$ cat config.mk
export PLATFORM = sky130hd
export DESIGN_NAME = irq_pending_arbiter
export DESIGN_NICKNAME = d
export VERILOG_FILES = /design/src/rtl/irq_pending_arbiter.sv
export SDC_FILE = /design/constraint.sdc
export NUM_CORES = 1
export LEC_CHECK = 0
export ABC_AREA = 1
export BUFFER_PORTS_ARGS = -buffer_cell sky130_fd_sc_hd__buf_2
export CORE_MARGIN = 2
export CORE_UTILIZATION = 49
export DETAILED_ROUTE_END_ITERATION = 10
export PLACE_DENSITY = 0.77
export RECOVER_POWER = 100
export SLEW_MARGIN = 20
export SYNTH_ARGS = -nofsm -noshare
export SYNTH_HDL_FRONTEND = slang
export SYNTH_SLANG_ARGS = --single-unit
$ cat constraint.sdc
create_clock -name clk -period 2.2 [get_ports clk]
set_clock_uncertainty 0.2 [all_clocks]
set_input_delay 0.11 -clock clk [delete_from_list [all_inputs] [get_ports clk]]
set_output_delay 0.11 -clock clk [all_outputs]
set_load 0.05 [all_outputs]
$ cat src/rtl/irq_pending_arbiter.sv
// irq_pending_arbiter: sticky pending capture with fixed-priority valid/ack grant of the highest unmasked line
module irq_pending_arbiter #(
  parameter int N = 32,
  parameter int IW = 5,
  parameter bit EDGE = 1'b1
) (
  input  logic          clk,
  input  logic          rst,
  input  logic          en,
  input  logic [N-1:0]  req,
  input  logic [N-1:0]  mask,
  input  logic          ack,
  output logic [N-1:0]  pend,
  output logic          valid,
  output logic [IW-1:0] id,
  output logic          any,
  output logic          lost
);
  typedef enum logic {IDLE, GRANT} state_t;
  state_t state, state_nxt;
  logic [N-1:0] evt, clr, cand;
  logic [IW-1:0] win;
  logic load;
  assign cand = pend & ~mask;
  assign any  = |cand;
  assign clr  = (valid && ack) ? ({{(N-1){1'b0}}, 1'b1} << id) : '0;
  assign load = (state == IDLE) && en && any;
  generate
    if (EDGE) begin : g_edge
      logic [N-1:0] req_q;
      always_ff @(posedge clk) req_q <= req;
      assign evt = req & ~req_q;
    end else begin : g_level
      assign evt = req;
    end
  endgenerate
  // ascending scan so the highest set bit is the last one written
  always_comb begin
    win = '0;
    for (int i = 0; i < N; i++)
      if (cand[i]) win = IW'(i);
  end
  always_ff @(posedge clk)
    if (rst) state <= IDLE;
    else state <= state_nxt;
  always_comb
    state_nxt = (state == IDLE) ? (load ? GRANT : IDLE) : (ack ? IDLE : GRANT);
  always_comb valid = (state == GRANT);
  always_ff @(posedge clk)
    if (rst) begin
      pend <= '0;
      id   <= '0;
      lost <= 1'b0;
    end else begin
      pend <= (pend & ~clr) | evt;
      lost <= |(evt & pend & ~clr);
      if (load) id <= win;
    end
endmodule

Yosys cells after proc, flatten, opt, wreduce, memory -nomap -nowiden
Cells that the tools add are included.
W data, S select, Z words.
- bits in registers: 71
- input bits: 68
- output and inout port bits: 40
- logic and storage cells: 56
- shifts and indexed selects: 1
- multiplexer cells: 35
- bitwise operators: 10
- reduce and logical (&&, ||, !) cells: 5
- operators with widths (cell ; number):
    $and A32 B32 Y32 ; 5
    $mux W5 ; 30
    $not A32 Y32 ; 3
    $reduce_or A32 Y1 ; 2
    $mux W32 ; 1
    $or A32 B32 Y32 ; 1
    $shl A1 B5 Y32 const A ; 1
    $mux W1 ; 4
    $logic_and A1 B1 Y1 ; 3
    $not A1 Y1 ; 1

Longest topological paths before layout
- word-level depth: 33
- depth in mapped cells: 32
- mapped depth without buffers: 32

Worst setup path before layout
Ideal clock, no wire load.
- kind: reg2reg
- from: reg pend[1]
- to: reg id[0]
- setup time: 0.067 ns
- arrival time: 2.201 ns
- required time: 1.933 ns
- path slack: -0.268 ns
- cell stages (with the launch flop): 33
- path buffers: 0
- clock period less this slack: 2.468 ns
- cells stage by stage: dfxtp_1 inv_1 nor2_1 nand2_1 nand2_1 nand2_1 nand2_1 nand2_1 nand2_1 nand2_1 nand2_1 nand2_1 nand2_1 nand2_1 nand2_1 nand2_1 nand2_1 nand2_1 nand2_1 nand2_1 nand2_1 nand2_1 nand2_1 nand2_1 nand2_1 nand2_1 nand2_1 nand2_1 nand2_1 nand2_1 nand2_1 nand2_1 a21oi_2
- longest elaborated chain between the ends: 32
- elaborated cells between the ends (all ways): 34
- classes of those cells: mux (31); bitwise (1); reduce/logical (2)
- RTL lines (what ; RTL line ; RTL):
    start, declared ; 13 ; output logic [N-1:0] pend,
    start signal, assigned ; 55 ; pend <= (pend & ~clr) | evt;
    $and A32 B32 Y32 * ; 24 ; assign cand = pend & ~mask;
    $mux W1 ; 41 ; if (cand[i]) win = IW'(i);
    $mux W5 (30 in series) ; 41 ;
    end signal, assigned ; 57 ; if (load) id <= win;
    end, declared ; 15 ; output logic [IW-1:0] id,
Mark *: on every way between the ends. The rest lies on a longest branch, timed or not.
A chain may end at the register's enable or synchronous reset.

Worst setup path in the final report
Same ends and word-level chain as after synthesis.

==> impl_results.rst <==
.. list-table::
   :header-rows: 1

   * - Metric
     - Value
   * - Worst reg-to-reg setup slack
     - -0.07 ns
   * - Place WS
     - -0.04370 ns
   * - Clock Power Share
     - 28.5%
   * - Min-delay src
     - mask[28]
   * - Number of placed cells counting well taps
     - 618
   * - Lkg Pwr
     - 2.266 nW
   * - Chip Height
     - 82.25 um
   * - Category of the critical setup timing path
     - register to register
   * - Setup repair after global routing missed its margin
     - true
   * - Pin count of the biggest net entering global routing
     - 22
   * - Synthesized cell area
     - 0.003000 mm2
   * - Starting DRC count in detailed routing
     - 131
   * - Slowest stage cell on the critical path
     - sky130_fd_sc_hd__dfxtp_4
   * - Starting density of the core
     - 50.68%
   * - Class of the worst hold path
     - input pin to register
   * - Fmax
     - 439.8 MHz
   * - Share of Yosys cell area claimed by the top area cell type
     - 47.37%
   * - Max stage delay on crit path
     - 0.36 ns
   * - Actual slew at the worst max-slew pin
     - 0.5994 ns
   * - Clock transition at the registers of the reported paths
     - 0.08 ns
   * - Initial antenna violation count
     - 0
   * - Number of nets in the synthesized netlist
     - 499
   * - Routed WL per cell
     - 13.09 um
   * - Worst IR drop on VDD
     - 0.0004770 V
   * - Critical path data required time
     - 2.28 ns
   * - Sequential-to-total area share from yosys stat
     - 47.37%
   * - First-pass GRT wire length
     - 13.43 mm
   * - Ys Warns
     - 0
   * - Max-slew violations
     - 0
   * - Switching power
     - 1.042 mW
   * - Rows
     - 28
   * - Slew Limit Headroom
     - 60.21%
   * - Clock tree root driver cell
     - sky130_fd_sc_hd__clkbuf_8
   * - Layout-stage area growth over the synthesis result
     - 43.33%
   * - Number of antenna diodes
     - 0
   * - Worst flop-to-flop path endpoint
     - id[0]$_SDFFE_PP0P_
   * - Worst Hold Path EP
     - id[0]$_SDFFE_PP0P_
   * - Worst setup slack after layout
     - -0.07376 ns
   * - Average instance area after synthesis
     - 6.961 um2
   * - Bufs on Longest Clock Path
     - 2
   * - Type of origin of the critical path
     - register
   * - Number of iterations in the first detailed-routing pass
     - 4
   * - Gr ovfl total
     - 0
   * - Detailed-route via count
     - 3,293
   * - Reg2reg path depth
     - 32
   * - GRT Total Usage
     - 26.68%
   * - Arrival time of data at the critical path endpoint
     - 2.36 ns
   * - Final instance count without filler cells
     - 673
   * - Violated checks
     - negative setup slack
   * - Area of the placeable core
     - 0.005921 mm2
   * - Beginning of the worst register-to-register path
     - pend[1]$_SDFF_PP0_
   * - CTS tree
     - done
   * - Int Power
     - 2.038 mW
   * - Wire length reported by the detailed router
     - 8.809 mm
   * - Clock sink total
     - 71
   * - Power per cell area
     - 716.0 mW/mm2
   * - Final HPWL from detailed placement
     - 6.464 mm
   * - Io pins
     - 108
   * - Layout cell share with drive strength beyond 1
     - 28.60%
   * - DIE WIDTH
     - 82.25 um
   * - Most common cell on crit path
     - sky130_fd_sc_hd__nand2_1
   * - Max Cap Viol
     - 0
   * - Cell type with the largest total area after synthesis
     - sky130_fd_sc_hd__dfxtp_1
   * - Antenna Nets Post-Route
     - 0
   * - Overall die area
     - 0.006765 mm2
   * - Switching power share of the total
     - 33.83%
   * - Port buffer count
     - 107
   * - Remaining DRCs
     - 0
   * - Gp weighted congestion
     - 0.9000
   * - Portion of total power attributed to sequential cells
     - 46.9%
   * - Logic gate share of total power
     - 24.6%
   * - # H-tree levels
     - 3
   * - Vias in the first global route
     - 3,169
   * - Portion of the clock cycle consumed by the worst path in the final layout
     - 103.4%
   * - Clock buffers created by TritonCTS
     - 9
   * - Final Hold Vio Count
     - 0
   * - Biggest area contributors in the synthesized netlist
     - sky130_fd_sc_hd__dfxtp_1 (47%), sky130_fd_sc_hd__nand2_1 (18%), sky130_fd_sc_hd__inv_1 (8.5%)
   * - Via count normalized by instance count
     - 4.893
   * - Crit. End Element
     - register
   * - Count of unique library cells instantiated by Yosys
     - 22
   * - Gate Count Post-Synth
     - 431
   * - Setup-violating endpoint count in the final report
     - 1
   * - Run status
     - finished with violations
   * - Skew-Pair Late Insertion Delay
     - 0.34 ns
   * - Fin nets
     - 661
   * - Number of storage elements in the synthesis netlist
     - 71
   * - Worst hold stages
     - 7
   * - Max FO, Critical Path
     - 2
   * - Clock period minus worst slack
     - 2.274 ns
worst max-delay path by stage:
stage	startpoint	end	slack, ns	cells past startpoint
5_1_grt	pend[1]$_SDFF_PP0_	id[0]$_SDFFE_PP0P_	-0.36	32
3_3_place_gp	id[3]$_SDFFE_PP0P_	lost$_SDFF_PP0_	-0.07	8
4_1_cts	pend[1]$_SDFF_PP0_	id[0]$_SDFFE_PP0P_	-0.04	32
2_1_floorplan	pend[1]$_SDFF_PP0_	id[0]$_SDFFE_PP0P_	0.03	32
6_report	pend[1]$_SDFF_PP0_	id[0]$_SDFFE_PP0P_	-0.07	32
3_5_place_dp	id[3]$_SDFFE_PP0P_	lost$_SDFF_PP0_	-0.04	8
critical path: cells and delay by family (launching register included):
| family | cells | cell delay, ns |
|---|---|---|
| AO/OA/AOI/OAI | 1 | 0.10 |
| buffers and inverters | 1 | 0.03 |
| flip-flops | 1 | 0.36 |
| AND/OR/NAND/NOR | 30 | 1.52 |
power groups by stage:
stage,clock [mW],combinational (mW),sequential (mW)
floorplan,0,0.283,1.65
global placement,0,0.680,1.47
detailed placement,0,0.689,1.47
CTS,0.894,0.747,1.44
global route,0.949,0.824,1.45
finish,0.878,0.757,1.44
through the flow:
| stage | total power, mW | utilization, % | setup TNS, ns | hold WS, ns | area, um2 |
|---|---|---|---|---|---|
| final | 3.079 | 72.63 | -0.07376 | 0.02927 | 4300 |
| after global routing | 3.226 | 72.63 | -0.4533 | 0.03971 | 4300 |
| after CTS | 3.082 | 72.70 | -0.04092 | 0.01590 | 4304 |
| after detailed placement | 2.157 | 63.14 | -0.06996 | 0.02795 | 3739 |
| after global placement | 2.146 | 63.14 | -0.06777 | 0.02630 | 3739 |
| after floorplan | 1.932 | - | 0 | -0.06228 | 3045 |
kinds of logic after synthesis:
logic type | synth area share (%)
AO/OA/AOI/OAI | 13.97
AND/OR/NAND/NOR | 28.52
flip-flops | 47.37
buffers and inverters | 10.13
state kept, by name (all words and copies together) (netlist names):
register,cells
g_edge.req_q,32
id,5
lost,1
pend,32
valid,1
cell type report:
type / instances / area, um2
Clock buffer: 9 / 123.9
Clock inverter: 7 / 40.04
Fill cell: 498 / 1620
Inverter: 74 / 277.8
Multi-Input combinational cell: 279 / 1311
Sequential cell: 71 / 1465
Tap cell: 75 / 93.84
Timing Repair Buffer: 158 / 988.4
Yosys cell counts (all sizes together):
library cell / instances
nand4: 6
a41oi: 1
nand3: 4
nor3: 1
nor2: 27
a221oi: 1
inv: 74
buf: 1
a21oi: 36
o22ai: 17
o21ai: 17
clkbuf: 6
nor4: 9
o21bai: 1
dfxtp: 71
a31oi: 3
nand2: 156
placed cells by master (no fill, tap or decap), drive strengths merged:
cell type	netlist	routed
o22ai	17	17
buf	1	98
a41oi	1	1
nor3	1	1
dlygate4sd3	0	38
a21oi	36	36
o21bai	1	1
inv	74	74
o21ai	17	17
dfxtp	71	71
nand2	156	156
a31oi	3	3
nand4	6	6
clkinv	0	6
clkbuf	6	31
nor2	27	27
clkinvlp	0	1
nor4	9	9
nand3	4	4
a221oi	1	1
layer usage:
layer / part of all wire [%] / up-vias / GRT usage (%)
li1: - / 1691 / -
met1: 42 / 1448 / 29.97
met2: 49 / 130 / 45.97
met3: 6.7 / 24 / 6.739
met4: 2.9 / 0 / 14.67
met5: 0 / - / 0
timing repair:
item	4_1_cts	5_1_grt
hold buffers	38	0
gates resized for setup	4	4
buffers inserted	1	0
setup endpoints to repair	2	4
hold endpoints to repair	67	0
Note: power is estimated with default switching activity, not from simulation.
